**config.mk**
```make
export PLATFORM = sky130hd
export DESIGN_NAME = famicom_serial_responder
export DESIGN_NICKNAME = d
export VERILOG_FILES = /design/src/rtl/famicom_serial_responder.sv
export SDC_FILE = /design/constraint.sdc
export NUM_CORES = 1
export LEC_CHECK = 0
export BUFFER_PORTS_ARGS = -buffer_cell sky130_fd_sc_hd__buf_2
export CORE_MARGIN = 8
export CORE_UTILIZATION = 60
export CTS_BUF_LIST = sky130_fd_sc_hd__clkbuf_4
export DETAILED_ROUTE_END_ITERATION = 10
export PLACE_DENSITY = 0.84
export SLEW_MARGIN = 20
export SYNTH_ARGS = -nofsm -noshare
export SYNTH_HDL_FRONTEND = slang
export SYNTH_SLANG_ARGS = --single-unit
```
**constraint.sdc**
```tcl
create_clock -name clk_sys -period 3.15 [get_ports clk_sys]
set_input_delay 0.63 -clock clk_sys [delete_from_list [all_inputs] [get_ports clk_sys]]
set_output_delay 0.63 -clock clk_sys [all_outputs]
set_load 0.005 [all_outputs]
```
**src/rtl/famicom_serial_responder.sv**
```systemverilog
// Emulates NUM_PADS daisy-chained Famicom/NES serial controllers answering the
// latch/pulse protocol from parallel button state held in the clk_sys domain.
module famicom_serial_responder #(
  parameter int   NUM_PADS     = 1,
  parameter int   BITS_PER_PAD = 8,
  parameter int   SYNC_STAGES  = 2,
  parameter logic FILL_BIT     = 1'b0,
  localparam int  TOTAL        = NUM_PADS * BITS_PER_PAD,
  localparam int  IDX_W        = $clog2(TOTAL + 1)
) (
  input  logic                 clk_sys,
  input  logic                 reset,
  input  logic                 latch_in,
  input  logic                 pulse_in,
  input  logic [TOTAL-1:0]     pad_state,
  input  logic [NUM_PADS-1:0]  pad_enable,
  output logic                 data_out,
  output logic [IDX_W-1:0]     bit_index,
  output logic                 frame_strobe,
  output logic                 busy,
  output logic                 overrun
);

  typedef enum logic [1:0] {ST_LOAD, ST_SHIFT, ST_EXHAUSTED} state_t;

  localparam logic [IDX_W-1:0] TOTAL_IDX = IDX_W'(TOTAL);

  state_t                  state_q, state_d;
  logic [SYNC_STAGES-1:0]  latch_sync_q, latch_sync_d;
  logic [SYNC_STAGES-1:0]  pulse_sync_q, pulse_sync_d;
  logic                    latch_dly_q, pulse_dly_q;
  logic [TOTAL-1:0]        pad_pipe_q [SYNC_STAGES];
  logic [TOTAL-1:0]        pad_pipe_d [SYNC_STAGES];
  logic [NUM_PADS-1:0]     en_pipe_q  [SYNC_STAGES];
  logic [NUM_PADS-1:0]     en_pipe_d  [SYNC_STAGES];
  logic [TOTAL-1:0]        sr_q, sr_d;
  logic [TOTAL-1:0]        load_image;
  logic [IDX_W-1:0]        idx_q, idx_d;
  logic                    overrun_q, overrun_d;
  logic                    frame_strobe_q, frame_strobe_d;
  logic                    latch_s, pulse_s, pulse_rise, latch_fall;

  assign latch_s    = latch_sync_q[SYNC_STAGES-1];
  assign pulse_s    = pulse_sync_q[SYNC_STAGES-1];
  assign pulse_rise = pulse_s & ~pulse_dly_q;
  assign latch_fall = ~latch_s & latch_dly_q;

  // Button state is delayed as deep as the latch synchroniser so a load sees
  // pad_state with the same latency as the protocol pins.
  always_comb begin
    latch_sync_d  = {latch_sync_q[SYNC_STAGES-2:0], latch_in};
    pulse_sync_d  = {pulse_sync_q[SYNC_STAGES-2:0], pulse_in};
    pad_pipe_d[0] = pad_state;
    en_pipe_d[0]  = pad_enable;
    for (int i = 1; i < SYNC_STAGES; i++) begin
      pad_pipe_d[i] = pad_pipe_q[i-1];
      en_pipe_d[i]  = en_pipe_q[i-1];
    end
  end

  always_comb begin
    load_image = '1;
    for (int p = 0; p < NUM_PADS; p++) begin
      if (en_pipe_q[SYNC_STAGES-1][p])
        load_image[p*BITS_PER_PAD +: BITS_PER_PAD] =
          ~pad_pipe_q[SYNC_STAGES-1][p*BITS_PER_PAD +: BITS_PER_PAD];
    end
  end

  always_comb begin
    state_d        = state_q;
    sr_d           = sr_q;
    idx_d          = idx_q;
    overrun_d      = overrun_q;
    frame_strobe_d = latch_fall;
    if (latch_s) begin
      state_d   = ST_LOAD;
      sr_d      = load_image;
      idx_d     = '0;
      overrun_d = 1'b0;
    end else begin
      unique case (state_q)
        ST_LOAD, ST_SHIFT: begin
          if (pulse_rise) begin
            sr_d          = sr_q >> 1;
            sr_d[TOTAL-1] = FILL_BIT;
            idx_d         = idx_q + IDX_W'(1);
          end
          state_d = (idx_d == TOTAL_IDX) ? ST_EXHAUSTED : ST_SHIFT;
        end
        ST_EXHAUSTED: begin
          if (pulse_rise) overrun_d = 1'b1;
        end
        default: state_d = ST_SHIFT;
      endcase
    end
  end

  always_ff @(posedge clk_sys) begin
    pad_pipe_q <= pad_pipe_d;
    en_pipe_q  <= en_pipe_d;
  end

  always_ff @(posedge clk_sys) begin
    if (reset) begin
      state_q        <= ST_SHIFT;
      latch_sync_q   <= '0;
      pulse_sync_q   <= '0;
      latch_dly_q    <= 1'b0;
      pulse_dly_q    <= 1'b0;
      sr_q           <= {TOTAL{FILL_BIT}};
      idx_q          <= '0;
      overrun_q      <= 1'b0;
      frame_strobe_q <= 1'b0;
    end else begin
      state_q        <= state_d;
      latch_sync_q   <= latch_sync_d;
      pulse_sync_q   <= pulse_sync_d;
      latch_dly_q    <= latch_s;
      pulse_dly_q    <= pulse_s;
      sr_q           <= sr_d;
      idx_q          <= idx_d;
      overrun_q      <= overrun_d;
      frame_strobe_q <= frame_strobe_d;
    end
  end

  assign data_out     = sr_q[0];
  assign bit_index    = idx_q;
  assign frame_strobe = frame_strobe_q;
  assign overrun      = overrun_q;
  assign busy         = (idx_q != '0) && (idx_q < TOTAL_IDX);

endmodule

```
==> summary.txt <==
status - finished clean
CTS H-tree depth - 2
final hold violation count - 0
Mapped Area - 0.001252 mm^2
initial antenna violation count - 0
Tcrit/Tclk final - 61.90%
fin crit period - 1.950 ns
Initial Util - 63.84%
warnings from Yosys - 0
global route overflow - 0
nets - 158
DRC Markers - 0
Pins Over Slew Limit - 0
worst skew pair latency - 0.33 ns
Max Fclk - 0.5129 GHz
top-count cell post-synth - dfxtp_1
area of all placed cells without fillers - 0.001451 mm^2
slowest stage cell, crit path - dfxtp_1
share of the synthesized area in the top cell type - 63.94%
Total Power - 887.9 uW
Area growth, synth to finish - 15.88%
Worst Path Class, Setup - reg2out
CTS root buffer - clkbuf_4
PD cells - 611.7 mW/mm^2
Worst Hold Margin - 0.3373 ns
IO Pins - 21
CTS tree - yes
# diodes - 0
Tightest Hold Check Type - reg2reg
synthesized instance count - 120
ys async rst share - 0%
Seq cells post-synth - 40
relative slew slack - 63.85%
Post-synth EDFFs - 0
Critical Path Max Stage Delay - 0.44 ns
layout cells sized above 1 - 20.83%
RSZ-0062 raised after global routing - no
Setup TNS - 0 ns
core area - 0.001962 mm^2
Pleak - 0.5662 nW
synth cell count leaders - 40 x dfxtp_1, 15 x nand2_1, 10 x a21oi_1
row count - 16
Total GRT Usage - 12.14%
Synth area leaders - dfxtp_1 64%, nand2_1 4.5%, o211ai_1 4.2%
top routing layer in use - met4
die width - 61.69 um
vias in the first global route - 810
clk sink count - 40
post-synthesis sequential area ratio - 63.94%
first-pass GRT wire length - 3284 um
CP max FO - 6
WL met1 - 948 um
cell area after placement - 0.001371 mm^2
DR pass1 iterations - 4
Mapped Avg Cell Area - 10.44 um^2
routed wl met2 - 950 um
DR vias - 889
worst path required time - 2.52 ns
CP startpoint kind - flip-flop
max cap viols - 0
final WL - 2032 um
# setup viols final - 0
TritonCTS Buffers - 5
clk buf depth - 2
FILL cells - 165
via/cell ratio - 5.199
Clock Skews - 0.004509 ns
biggest area consumer among synthesized cells - dfxtp_1
CTS clk-pin slew, worst paths - 0.11 ns
post-CTS setup buffer count - 0
Die Area - 0.003806 mm^2
WL met3 - 120 um
capturing element type of the critical path - primary output
Synth cell types - 26
IO Port Bufs - 20
Worst VDD drop - 0.5401 mV
RePlAce Congestion - 0.7867
DRT antenna net count - 0
1st-iter DRT viols - 25
Worst EP arrival - 1.32 ns
crit-path cells - inv_1 > ha_1 > a21oi_1 > buf_2
final HPWL from detailed placement - 1448 um
DIE HEIGHT - 61.69 um
largest net degree at the start of global routing - 17
Tightest Pin Transition - 0.5410 ns
DR WL/cell - 11.88 um
Most used DFF post-synth - dfxtp_1
Post-Syn Nets - 135
# resized after CTS - 0
Hold-fix buffers, CTS - 0
[path summary, 6_finish.rpt]
check | start | end | slack (ns) | cells after the start
hold reg to reg | pad_pipe_d[1] | pad_pipe_q[1] | 0.34 | 0
setup / recovery | bit_index[0] | busy | 1.20 | 4
setup reg to reg | bit_index[0] | state_q[0] | 1.28 | 6
hold / removal | pad_pipe_d[1] | pad_pipe_q[1] | 0.34 | 0
[sequential cells by signal, summed over array words and instances, names as in the netlist]
register / count
latch_sync_q: 2
latch_dly_q: 1
sr_q: 8
pad_pipe_d: 8
en_pipe_d: 1
overrun: 1
pulse_dly_q: 1
en_pipe_q: 1
state_q: 2
pulse_sync_q: 2
bit_index: 4
pad_pipe_q: 8
frame_strobe: 1
[worst max-delay path: cells and delay by family, from the launching register on]
kind | cells | cell delay (ns)
compound gates | 1 | 0.13
fa+ha+maj | 1 | 0.20
buf+inv | 2 | 0.21
flops | 1 | 0.44
[placed cells by master (no fill, tap or decap), types with 2 or more instances in the layout]
master	instances
nor2_1	9
nor2b_1	5
ha_1	2
o211ai_1	7
nand2_1	15
dfxtp_1	40
xnor2_1	4
inv_1	5
buf_2	20
nand3_1	2
a21oi_1	10
o21ai_0	3
clkbuf_4	5
[power by group]
| part | internal [mW] | leakage (nW) | switching, mW |
|---|---|---|---|
| Clock | 0.165 | 0.0412 | 0.154 |
| Sequential | 0.525 | 0.331 | 0.00889 |
| Combinational | 0.0163 | 0.194 | 0.0184 |
[layout make-up]
| class | instances | area, um^2 | area share, % |
|---|---|---|---|
| sequential | 40 | 800.8 | 55.17 |
| multi-input combinational | 71 | 417.9 | 28.79 |
| timing repair buffer | 20 | 100.1 | 6.897 |
| clock inverter | 3 | 42.54 | 2.931 |
| clock buffer | 5 | 37.54 | 2.586 |
| tap | 27 | 33.78 | 2.328 |
| inverter | 5 | 18.77 | 1.293 |
[cell families (layout without fill, tap and decap cells)]
logic type / Yosys count / after routing / synth area share [%]
and+or+nand+nor: 40 / 40 / 15.98
buffers and inverters: 9 / 33 / 2.697
AOI/OAI and AO/OA: 25 / 25 / 12.59
adders and majority gates: 2 / 2 / 1.998
DFF: 40 / 40 / 63.94
xor gates and xnor gates: 4 / 4 / 2.797
[through the flow]
step	utilization, %	setup WS [ns]	cells
finish	73.98	1.200	171
global placement	69.90	1.438	163
CTS	73.98	1.194	171
floorplan	-	1.461	120
global route	73.98	1.129	171
detailed placement	69.90	1.325	163
[layer usage]
layer	GRT usage (%)	up-vias
met3	7.407	2
met5	0	-
met1	12.93	416
met4	4.870	0
li1	-	451
met2	19.05	20
(Power assumes the default switching activity.)
